**src/rtl/wrr_arbiter.sv**
```systemverilog
`default_nettype none
// ============================================================================
// Module   : wrr_arbiter
// Brief    : N-way weighted round-robin arbiter with registered one-hot grant,
//            encoded grant index and multi-beat tenure. Optional macro
//            WRR_LOCK_EN adds a lock input that freezes tenure accounting.
// Revision : 1.0 - initial release
// ============================================================================
module wrr_arbiter #(
  parameter  int N  = 4,
  parameter  int WW = 4,
  localparam int IW = (N > 1) ? $clog2(N) : 1
) (
  input  logic            clk,
  input  logic            rst_b,
  input  logic [N-1:0]    request,
  input  logic [N*WW-1:0] weight,
`ifdef WRR_LOCK_EN
  input  logic            lock,
`endif
  output logic [N-1:0]    grant,
  output logic [IW-1:0]   grant_idx,
  output logic            grant_valid
);

  typedef enum logic [0:0] {
    IDLE  = 1'b0,
    OWNED = 1'b1
  } state_e;

  state_e         state_q, state_d;
  logic [N-1:0]   grant_q, grant_d;
  logic [IW-1:0]  idx_q, idx_d;
  logic [IW-1:0]  ptr_q, ptr_d;
  logic [WW-1:0]  cnt_q, cnt_d;
  logic [WW-1:0]  credit_q, credit_d;

  logic [IW-1:0]  next_idx;
  logic [IW-1:0]  search_start;
  logic [IW-1:0]  sel;
  logic [WW-1:0]  sel_weight;
  logic           lock_hold;
  logic           rel;
  logic           do_grant;

`ifdef WRR_LOCK_EN
  assign lock_hold = lock;
`else
  assign lock_hold = 1'b0;
`endif

  assign next_idx     = (idx_q == IW'(N - 1)) ? '0 : idx_q + IW'(1);
  // After a release the search starts just past the old owner; from IDLE it starts at ptr.
  assign search_start = (state_q == OWNED) ? next_idx : ptr_q;

  always_comb begin
    sel = '0;
    for (int k = N - 1; k >= 0; k--) begin
      if (request[(int'(search_start) + k) % N]) begin
        sel = IW'((int'(search_start) + k) % N);
      end
    end
  end

  always_comb begin
    sel_weight = '0;
    for (int i = 0; i < N; i++) begin
      if (sel == IW'(i)) begin
        sel_weight = weight[i*WW +: WW];
      end
    end
  end

  always_comb begin
    state_d  = state_q;
    grant_d  = grant_q;
    idx_d    = idx_q;
    ptr_d    = ptr_q;
    cnt_d    = cnt_q;
    credit_d = credit_q;
    rel      = 1'b0;
    do_grant = 1'b0;

    case (state_q)
      IDLE: begin
        if (|request) begin
          do_grant = 1'b1;
        end
      end
      OWNED: begin
        if (!request[idx_q]) begin
          rel = 1'b1;
        end else if (!lock_hold) begin
          if ((cnt_q + WW'(1)) == credit_q) begin
            rel = 1'b1;
          end else begin
            cnt_d = cnt_q + WW'(1);
          end
        end
        if (rel) begin
          ptr_d = next_idx;
          if (|request) begin
            do_grant = 1'b1;
          end else begin
            state_d = IDLE;
            grant_d = '0;
            idx_d   = '0;
          end
        end
      end
      default: begin
        state_d = IDLE;
        grant_d = '0;
        idx_d   = '0;
      end
    endcase

    if (do_grant) begin
      state_d  = OWNED;
      grant_d  = N'(1) << sel;
      idx_d    = sel;
      cnt_d    = '0;
      // A zero weight still buys a single beat.
      credit_d = (sel_weight == '0) ? WW'(1) : sel_weight;
    end
  end

  always_ff @(posedge clk or negedge rst_b) begin
    if (!rst_b) begin
      state_q  <= IDLE;
      grant_q  <= '0;
      idx_q    <= '0;
      ptr_q    <= '0;
      cnt_q    <= '0;
      credit_q <= '0;
    end else begin
      state_q  <= state_d;
      grant_q  <= grant_d;
      idx_q    <= idx_d;
      ptr_q    <= ptr_d;
      cnt_q    <= cnt_d;
      credit_q <= credit_d;
    end
  end

  assign grant       = grant_q;
  assign grant_idx   = idx_q;
  assign grant_valid = |grant_q;

endmodule
`default_nettype wire

```
**config.mk**
```make
export PLATFORM = sky130hd
export DESIGN_NAME = wrr_arbiter
export DESIGN_NICKNAME = d
export VERILOG_FILES = /design/src/rtl/wrr_arbiter.sv
export SDC_FILE = /design/constraint.sdc
export NUM_CORES = 1
export LEC_CHECK = 0
export BUFFER_PORTS_ARGS = -buffer_cell sky130_fd_sc_hd__buf_4
export CAP_MARGIN = 10
export CORE_MARGIN = 2
export CORE_UTILIZATION = 55
export CTS_BUF_LIST = sky130_fd_sc_hd__clkbuf_8 sky130_fd_sc_hd__clkbuf_16
export CTS_CLUSTER_SIZE = 8
export DETAILED_ROUTE_END_ITERATION = 6
export HOLD_SLACK_MARGIN = 0.15
export MAX_ROUTING_LAYER = met4
export PLACE_DENSITY = 0.9
export SLEW_MARGIN = 5
export SYNTH_ARGS = -nofsm -noshare
export SYNTH_HDL_FRONTEND = slang
export SYNTH_SLANG_ARGS = --single-unit
```
**constraint.sdc**
```tcl
create_clock -name clk -period 3.7 [get_ports clk]
set_input_delay 0 -clock clk [delete_from_list [all_inputs] [get_ports clk]]
set_output_delay 0 -clock clk [all_outputs]
set_load 0.01 [all_outputs]
```
==> summary.txt, run 1 <==
STA
  – Final Hold Vio Count: 0
  – Rel. slew slack: about two fifths
  – Sum of negative setup slack: 0 ps
  – Final slew viol count: 0
  – Period utilisation layout: 72.2%
  – Clk_skew: 1.38 ps
  – FMAX: ~370 MHz
  – Final setup fails: 0
  – Worst Max-Slew Pin Slew: slightly above 900 ps
  – Final min period: approximately 2700 ps
  – Unrepaired setup endpoints after global routing: no

Drt
  – Per-cell routed wire length: roughly 16 microns
  – WL final: between 2 and 3 mm
  – Antenna viol nets, final: 0
  – DRC: 0
  – Vias: roughly 1,000
  – Via density: approximately 6.0
  – Pre-antenna DRT Iters: 7
  – DRT iter0 DRCs: 24

Yosys
  – Netlist cell types: 40
  – Post-synth top area cell: dfrtp_1
  – Synth area leaders: dfrtp_1 40%, o21ai_0 7.0%, nand2_1 4.5%
  – Syn avg cell area: 9.20 sq um
  – Post-synth EDFFs: 0
  – Mapped Area: approximately 1100 sq um
  – Async S/R FF share, synth: 100%
  – Synth Register Bits: 17
  – Seq/Total Area, Yosys: 39.5%
  – Synth top area share: around 40%
  – Syn_nets: 141
  – Main synth FF type: dfrtp_1
  – Synth warn: 0
  – Cells after synthesis: about 120

Placement
  – Number of port buffers: 28
  – Placed Cells: around 170
  – RePlAce Congestion: 0.840
  – HPWL Detailed: between 2 and 2.5 mm

Global routing
  – First-pass GRT wire length: roughly 4.5 mm
  – Vias in the first global route: ~1,100
  – Initial antenna violation count: 0
  – Global Route Usage Sum: a little under 30%
  – Largest net degree at the start of global routing: 18
  – Grt ovf: 0

Worst setup path
  – Critical Path Sink: credit_q[0]$_DFFE_PN0P_
  – CP max FO: 10
  – Worst Path Arrival: around 2900 ps
  – Crit path capture type: flip-flop
  – CP Data Required Time: about 3900 ps
  – Crit path from: grant_idx[0]$_DFFE_PN0P_
  – Reg-to-reg startpoint: grant_idx[0]$_DFFE_PN0P_
  – R2r worst-path depth: 8
  – R2R Setup Slk: about 1000 ps
  – Startpoint Class: flip-flop
  – Worst Setup Path Type: flip-flop to flip-flop
  – End of the worst register-to-register path: credit_q[0]$_DFFE_PN0P_

CTS
  – Total CTS buffers: 3
  – Clock Sinks: 17
  – Clock latency on the worst-skew pair: 250 ps
  – TritonCTS clock tree: built
  – H-Tree Level Count: 1
  – CTS root buf: clkbuf_8
  – CTS max path bufs: 2
  – Reg clk slew, reported paths: approximately 70 ps
  – Post-CTS setup buffer count: 0
  – Cts repair resizes: 0

Power and ir drop
  – Worst vdd ir: a little under 0.5 mV
  – P per Cell Area: around 820 nW/um^2
  – Leakage: between 0.6 and 0.7 nW

Finish
  – Ant. Diodes: 0
  – Area Overhead vs Synth: 27.6%
  – Share of post-route cells with drive strength above 1: between 20% and 30%
  – Cell Count, Final, Fillers Out: about 170
  – FILL cells: 123
  – Nets: between 150 and 200

Floorplan
  – I/O pin count: 29
  – Initial core utilization: approximately three fifths
  – Die height: 48.2 microns
  – Core Region: between 1500 and 2000 sq um
  – Die Wd: roughly 48 microns
  – Die Area: between 2000 and 2500 sq um
  – Row Count: 15

Run
  – Max cap viols: 0

Run status
  – Status: completed

Hold path
  – Worst Hold Class: primary input to async pin
-- Yosys cell counts, types with 2 or more instances --
cell type   n
dfrtp_1    17
o21ai_0    15
nand2_1    13
inv_1      12
nand3_1     6
o211ai_1    6
nor2_1      4
o2bb2ai_1   4
nor2b_1     3
xor2_1      3
a22o_1      2
ha_1        2
o21a_1      2
xnor2_1     2
-- logic make-up (layout without fill, tap and decap cells) --
group / after synthesis / count (layout) / synth area share (%)
flops: 17 / 17 / 39.5
mux: 3 / 3 / 4.07
fa+ha+maj: 2 / 2 / 2.33
compound gates: 38 / 38 / 25.0
buf+inv: 15 / 47 / 6.05
xor+xnor: 6 / 6 / 6.16
simple gates: 36 / 36 / 16.9
-- area by class of cell --
type	count	area [sq um]	area share, %
clock buffers	3	41.3	3.01
clock inverters	1	3.75	0.273
inverters	12	45.0	3.28
multi-input cells	85	586	42.7
flip-flops and latches	17	425	31.0
well taps	25	31.3	2.28
repair buffers	31	240	17.5
-- how the worst min path moves through the flow --
stage / start / to / slack [ps] / cells past startpoint
finish: rst_b / ptr_q[0]$_DFFE_PN0P_ / 160 / 2
global route: rst_b / grant_idx[0]$_DFFE_PN0P_ / 200 / 2
CTS: rst_b / ptr_q[0]$_DFFE_PN0P_ / 150 / 2
detailed placement: rst_b / ptr_q[0]$_DFFE_PN0P_ / -130 / 1
global placement: rst_b / ptr_q[1]$_DFFE_PN0P_ / -130 / 1
floorplan: rst_b / cnt_q[0]$_DFFE_PN0P_ / -300 / 0
-- per-stage QoR --
| stage | util [%] | cell area (sq um) | total power [mW] | setup WS [ps] | hold WS [ps] |
|---|---|---|---|---|---|
| 4_1_cts | 77.0 | 1370 | 1.11 | 1040 | 152 |
| 3_3_place_gp | 72.8 | 1300 | 0.927 | 1230 | -129 |
| 6_report | 77.0 | 1370 | 1.12 | 1030 | 158 |
| 3_5_place_dp | 72.8 | 1300 | 0.973 | 1050 | -125 |
| 5_1_grt | 77.0 | 1370 | 1.20 | 844 | 202 |
| 2_1_floorplan | - | 1080 | 0.797 | 1270 | -296 |
-- cells in the final DEF, fill, tap and decap left out, drive strengths merged, types with 3 or more instances in the layout --
cell,count
buf,28
dfrtp,17
o21ai,15
inv,13
nand2,13
nand3,6
o211ai,6
nor2,4
o2bb2ai,4
xor2,3
nor2b,3
clkbuf,3
dlygate4sd3,3
a22o,3
or2,3
-- routing by layer --
metal | global-route usage, % | vias to the layer above | wire length [microns]
met5 | - | - | 0
met4 | 14.1 | 0 | 57
met3 | 5.56 | 11 | 148
met2 | 51.3 | 42 | 1430
met1 | 30.6 | 508 | 1110
li1 | - | 487 | -
-- critical path, stage by stage (launching register included) --
cell      delay [ps]
dfrtp_1          450
ha_1             350
mux2i_1          300
nor3b_2          280
a22o_4           200
or2_1            290
o211ai_1         150
a222oi_1         400
o31a_1           190
-- state kept, by name, indices dropped and copies added (netlist names) --
name and cells:
cnt_q 4, credit_q 4, grant 4, grant_idx 2, ptr_q 2, state_q 1
-- what timing repair did --
item / CTS / global route
endpoints found under the setup margin: 0 / 0
hold buffers: 3 / 0
hold endpoints to repair: 18 / 0
-- power breakdown --
group          total [mW]  switching, mW  internal (mW)
Clock               0.138         0.0643         0.0737
Combinational       0.657          0.365          0.293
Sequential          0.325         0.0622          0.263
No activity file was read; power rests on OpenSTA's default activity.
==> inputs of run 2 (changes only) <==
- CORE_UTILIZATION: 55 -> 46
- PLACE_DENSITY: 0.9 -> 0.81
- clock period: 3.7 -> 2.2 ns (I/O delays scaled with it)
==> run 2 against run 1 <==
The flow now finishes with violations (setup timing). Design area increased by 12%. Core utilization down 7.8 points. Clock skew about the same. Wire length rose by 0.11%.
==> summary.txt, run 2 (synthesized netlist as in run 1, its figures left out) <==
Run status
  – Status: finished, violations left
  – Violated checks: setup timing

Worst setup path
  – Startpoint Class: flip-flop
  – Critical-path cell list: nor2b_2 -> or2_0 -> a221o_1 -> or2_4 -> o211ai_1 -> a222oi_1 -> o31a_1
  – Worst Path Arrival: 2430 ps (-430 ps)
  – Crit path capture type: flip-flop
  – Worst Setup Path Type: flip-flop to flip-flop
  – Slowest cell on the critical path: dfrtp_2
  – WP buf/inv: 0 (unchanged)
  – CP Data Required Time: 2340 ps (-1550 ps)
  – CP peak stage delay: 450 ps (about the same)
  – CP max FO: 7 (-3)
  – Family with the most delay on the worst path: compound AO/OA/AOI/OAI gates

Floorplan
  – Row Count: 17 (+2)
  – Die Wd: 52.4 microns (+8.6%)
  – Die height: 52.4 microns (+8.6%)
  – Die Area: 2740 sq um (+18%)
  – Core Region: 2210 sq um (+24%)
  – Initial core utilization: 48.6% (-12 points)
  – I/O pin count: 29 (unchanged)

Drt
  – Vias: 1,065 (+1.6%)
  – DRC: 0 (unchanged)
  – WL final: 2.75 mm (+0.11%)
  – Pre-antenna DRT Iters: 4 (-3)
  – Antenna viol nets, final: 0 (unchanged)
  – Per-cell routed wire length: 14.4 microns (-8.8%)
  – DRT iter0 DRCs: 20 (-17%)
  – Via density: 5.58 (-7.4%)

Finish
  – Ant. Diodes: 0 (unchanged)
  – Area Overhead vs Synth: 42.3%
  – Most frequent cells in the layout: 41 x buf_4, 14 x dfrtp_1, 13 x nand2_1
  – Share of post-route cells with drive strength above 1: 36.8% (+13 points)
  – Reg area: 429 sq um (+0.88%)
  – Multi-input logic area: 627 sq um (+7.1%)
  – Core Util, Final: 69.2% (-7.8 points)
  – FILL cells: 177 (+44%)
  – Nets: 188 (+8.0%)
  – Most common cell after layout, fill and taps aside: buf_4

CTS
  – CTS max path bufs: 2 (unchanged)
  – Post-CTS setup buffer count: 0 (unchanged)
  – TritonCTS clock tree: built
  – CTS root buf: clkbuf_8
  – Reg clk slew, reported paths: 70 ps (about the same)
  – H-Tree Level Count: 1 (unchanged)
  – Clock latency on the worst-skew pair: 250 ps (about the same)
  – Clock Sinks: 17 (unchanged)
  – Total CTS buffers: 3 (unchanged)

Power and ir drop
  – P per Cell Area: 1410 nW/um^2 (+73%)
  – Worst vdd ir: 0.792 mV (+65%)
  – Leakage: 0.726 nW (+9.8%)

Placement
  – HPWL Detailed: 2.12 mm (+2.1%)
  – Pre-CTS setup slack: -189 ps (-1240 ps)
  – Number of port buffers: 28 (unchanged)
  – RePlAce Congestion: 0.842 (+0.26%)

STA
  – Final setup fails: 1 (+1)
  – Sum of negative setup slack: -92.8 ps (-92.8 ps)
  – Clk_skew: 1.54 ps (+0.163 ps)
  – Period utilisation layout: 104% (+32 points)
  – Unrepaired setup endpoints after global routing: yes
  – Rel. slew slack: 72.9% (+34 points)
  – Final slew viol count: 0 (unchanged)
  – Worst Setup Slack, final: -92.8 ps (-1120 ps)
  – Final min period: 2290 ps (-379 ps)
  – FMAX: 436 MHz (+17%)
  – Final Hold Vio Count: 0 (unchanged)
  – Worst Max-Slew Pin Slew: 405 ps (-506 ps)

Global routing
  – Global Route Usage Sum: 23.7% (-5.3 points)
  – Initial antenna violation count: 0 (unchanged)
  – Largest net degree at the start of global routing: 18 (unchanged)
  – Vias in the first global route: 1,063 (-1.9%)
  – Grt ovf: 0 (unchanged)
  – First-pass GRT wire length: 4.61 mm (+3.4%)

Hold path
  – Worst Hold Class: primary input to async pin

Run
  – Max cap viols: 0 (unchanged)
## run 2: cell types whose count changed in the layout (fill, tap and decap cells not counted), sizes merged
| cell | delta |
|---|---|
| buf | +14 |
| inv | -1 |
| clkinv | +1 |
## run 2: final timing paths
| path | startpoint | end | slack, ps | cells past startpoint |
|---|---|---|---|---|
| setup / recovery | state_q$_DFF_PN0_ | credit_q[0]$_DFFE_PN0P_ | -90 | 7 |
| hold / removal | rst_b | ptr_q[0]$_DFFE_PN0P_ | 150 | 2 |
| setup reg to reg | state_q$_DFF_PN0_ | credit_q[0]$_DFFE_PN0P_ | -90 | 7 |
| hold reg to reg | ptr_q[0]$_DFFE_PN0P_ | ptr_q[0]$_DFFE_PN0P_ | 500 | 2 |
| max in group asynchronous | rst_b | state_q$_DFF_PN0_ | 1850 | 2 |
| min in group clk | weight[0] | credit_q[0]$_DFFE_PN0P_ | 190 | 4 |
## run 2: routing by layer
layer / part of all wire [%] / routed length [microns] / global-route usage [%]
met5: 0 / 0 / -
met1: 43 / 1180 / 29.0
met2: 52 / 1420 / 38.8
met4: 0.80 / 22 / 10.7
met3: 4.5 / 123 / 3.43
## run 2: stage by stage
step	total power, mW	cells	hold slack (ps)	area, sq um
final	2.16	191	146	1530
after CTS	2.15	191	151	1530
after global placement	1.78	184	-128	1430
after floorplan	1.37	117	-296	1090
after global routing	2.33	191	183	1530
after detailed placement	1.84	184	-121	1430
## run 2: area by class of cell
cell class | count | share of cell area [%]
repair buffers | 45 | 22.8
multi-input cells | 85 | 40.9
flip-flops and latches | 17 | 28.0
inverters | 12 | 2.94
well taps | 28 | 2.29
clock inverters | 1 | 0.327
clock buffers | 3 | 2.70
## run 2: repair_timing
item	in CTS	in global routing
setup endpoints to repair	1	2
endpoints found under the hold margin	18	0
gates resized for setup	8	3
hold buffers	3	0
pin swaps	3	3
## run 2: report_power, final
part | internal (mW) | leakage [nW] | switching (mW)
Combinational | 0.708 | 0.493 | 0.680
Clock | 0.125 | 0.0255 | 0.106
Sequential | 0.446 | 0.208 | 0.0969
==> inputs of run 3 (changes only) <==
- CORE_MARGIN: 2 -> 1.5
==> run 3 against run 2 <==
The flow still finishes with violations (setup timing). Combinational power increased by 6%. Worst hold slack gained 38 ps. Worst setup slack better by 49 ps. Via count grew 0.75%. Clock-buffer cell count did not move. Sequential share of layout area fell by 0.97 points. Non-clock buffer count is 4 higher.
==> summary.txt, run 3 (synthesized netlist as in run 1, its figures left out) <==
CTS
  – Reg clk slew, reported paths: 60 ps (about the same)
  – Clock Sinks: 17 (unchanged)
  – Clock latency on the worst-skew pair: 260 ps (about the same)
  – H-Tree Level Count: 1 (unchanged)
  – Total CTS buffers: 3 (unchanged)
  – CTS root buf: clkbuf_8
  – TritonCTS clock tree: built
  – CTS max path bufs: 2 (unchanged)

Floorplan
  – Core Region: 2210 sq um (unchanged)
  – I/O pin count: 29 (unchanged)
  – Die Wd: 51.4 microns (-1.9%)
  – Row Count: 17 (unchanged)
  – Die Area: 2640 sq um (-3.8%)
  – Initial core utilization: 48.6% (unchanged)
  – Die height: 51.4 microns (-1.9%)

Placement
  – HPWL Detailed: 2.04 mm (-4.0%)
  – Number of port buffers: 28 (unchanged)
  – RePlAce Congestion: 0.878 (+4.2%)
  – Placed Cells: 186 (+1.1%)

Finish
  – FILL cells: 160 (-9.6%)
  – Most common cell after layout, fill and taps aside: buf_4
  – Core Util, Final: 71.7% (+2.5 points)
  – Area Overhead vs Synth: 47.4%
  – Nets: 192 (+2.1%)
  – Ant. Diodes: 0 (unchanged)
  – Share of post-route cells with drive strength above 1: 40.1% (+3.3 points)
  – Most frequent cells in the layout: 44 x buf_4, 14 x dfrtp_1, 13 x nand2_1
  – Cell Count, Final, Fillers Out: 195 (+2.1%)

STA
  – Final slew viol count: 0 (unchanged)
  – Rel. slew slack: 50.5% (-22 points)
  – Final min period: 2240 ps (-49.2 ps)
  – Final setup fails: 1 (unchanged)
  – Final Hold Vio Count: 0 (unchanged)
  – Worst Setup Slack, final: -43.6 ps (+49.2 ps)
  – Unrepaired setup endpoints after global routing: yes
  – Worst Max-Slew Pin Slew: 740 ps (+335 ps)
  – Clk_skew: 1.76 ps (+0.214 ps)
  – Period utilisation layout: 102% (-2.2 points)
  – FMAX: 446 MHz (+2.2%)

Drt
  – DRC: 0 (unchanged)
  – Vias: 1,073 (+0.75%)
  – Antenna viol nets, final: 0 (unchanged)
  – DRT iter0 DRCs: 18 (-10%)
  – WL final: 2.75 mm (+0.22%)
  – Via density: 5.50 (-1.3%)
  – Per-cell routed wire length: 14.1 microns (-1.8%)
  – Pre-antenna DRT Iters: 4 (unchanged)

Worst setup path
  – R2R Setup Slk: -40 ps (+50 ps)
  – CP Data Required Time: 2340 ps (about the same)
  – Reg-to-reg startpoint: grant_idx[0]$_DFFE_PN0P_
  – Crit path capture type: flip-flop
  – Worst Setup Path Type: flip-flop to flip-flop
  – CP max FO: 7 (unchanged)
  – R2r worst-path depth: 8 (+1)
  – Worst Path Arrival: 2390 ps (-40 ps)
  – Startpoint Class: flip-flop
  – End of the worst register-to-register path: credit_q[0]$_DFFE_PN0P_

Global routing
  – Initial antenna violation count: 0 (unchanged)
  – First-pass GRT wire length: 4.62 mm (+0.30%)
  – Grt ovf: 0 (unchanged)
  – Largest net degree at the start of global routing: 18 (unchanged)
  – Vias in the first global route: 1,060 (-0.28%)
  – Global Route Usage Sum: 24.7% (+1.0 points)

Hold path
  – HP Start: weight[5]
  – Hold endpoint: credit_q[1]$_DFFE_PN0P_
  – Worst Hold Class: primary input to flip-flop
  – Hold Path Depth: 5

Power and ir drop
  – Worst vdd ir: 0.866 mV (+9.5%)
  – Total power draw: 2.25 mW (+4.1%)
  – Leakage: 0.757 nW (+4.3%)
  – P per Cell Area: 1420 nW/um^2 (+0.50%)

Run
  – Max cap viols: 0 (unchanged)

Run status
  – Status: finished, violations left
  – Violated checks: setup timing
## run 3: changes by cell type in the layout (fill, tap and decap cells not counted), sizes merged
cell and delta:
buf +3, dlygate4sd3 +1
## run 3: what timing repair did
action                                 CTS  global route
setup endpoints to repair                1             3
gates resized for setup                  9            12
endpoints found under the hold margin   18             0
setup buffers                            1             1
gates cloned                             0             0
pin swaps                                3             2
hold buffers                             4             0
## run 3: power breakdown
group	leakage (nW)	switching (mW)	internal (mW)
sequential	0.208	0.0978	0.447
clock	0.0255	0.109	0.126
combinational	0.524	0.704	0.769
total	0.757	0.911	1.34
## run 3: layout make-up
type / instances / area (sq um) / share of cell area [%]
timing repair buffer: 49 / 382 / 24.1
sequential: 17 / 429 / 27.1
inverter: 12 / 45.0 / 2.84
clock inverter: 1 / 5.00 / 0.315
clock buffer: 3 / 41.3 / 2.60
multi-input combinational: 85 / 649 / 40.9
tap: 28 / 35.0 / 2.21
## run 3: worst max-delay path, cell delays in order, from the launching register on
cell      delay [ps]
dfrtp_2          420
ha_4             290
mux2i_4           90
nor3b_4          170
a22o_4           260
or2_4            260
o211ai_1         220
a222oi_1         140
o31a_1           290
## run 3: routing by layer
metal  track usage [%]  wire, microns
met1              30.0           1210
met2              39.7           1360
met3              4.97            121
met4              11.4             64
met5                 -              0
## run 3: worst max path at each step
stage,from,end,cells past startpoint
3_5_place_dp,grant_idx[1]$_DFFE_PN0P_,credit_q[0]$_DFFE_PN0P_,9
5_1_grt,state_q$_DFF_PN0_,credit_q[0]$_DFFE_PN0P_,7
3_3_place_gp,grant_idx[1]$_DFFE_PN0P_,credit_q[0]$_DFFE_PN0P_,8
2_1_floorplan,grant_idx[0]$_DFFE_PN0P_,credit_q[0]$_DFFE_PN0P_,9
6_report,grant_idx[0]$_DFFE_PN0P_,credit_q[0]$_DFFE_PN0P_,8
4_1_cts,grant_idx[0]$_DFFE_PN0P_,credit_q[0]$_DFFE_PN0P_,8
## run 3: per-stage QoR
step / hold WS [ps] / TNS, ps / instance area [sq um] / worst slack [ps]
global placement: -128 / -22.6 / 1440 / -22.6
detailed placement: -126 / -175 / 1440 / -175
CTS: 186 / -51.3 / 1560 / -51.3
global route: 224 / -119 / 1590 / -119
floorplan: -296 / -101 / 1090 / -101
finish: 184 / -43.6 / 1590 / -43.6
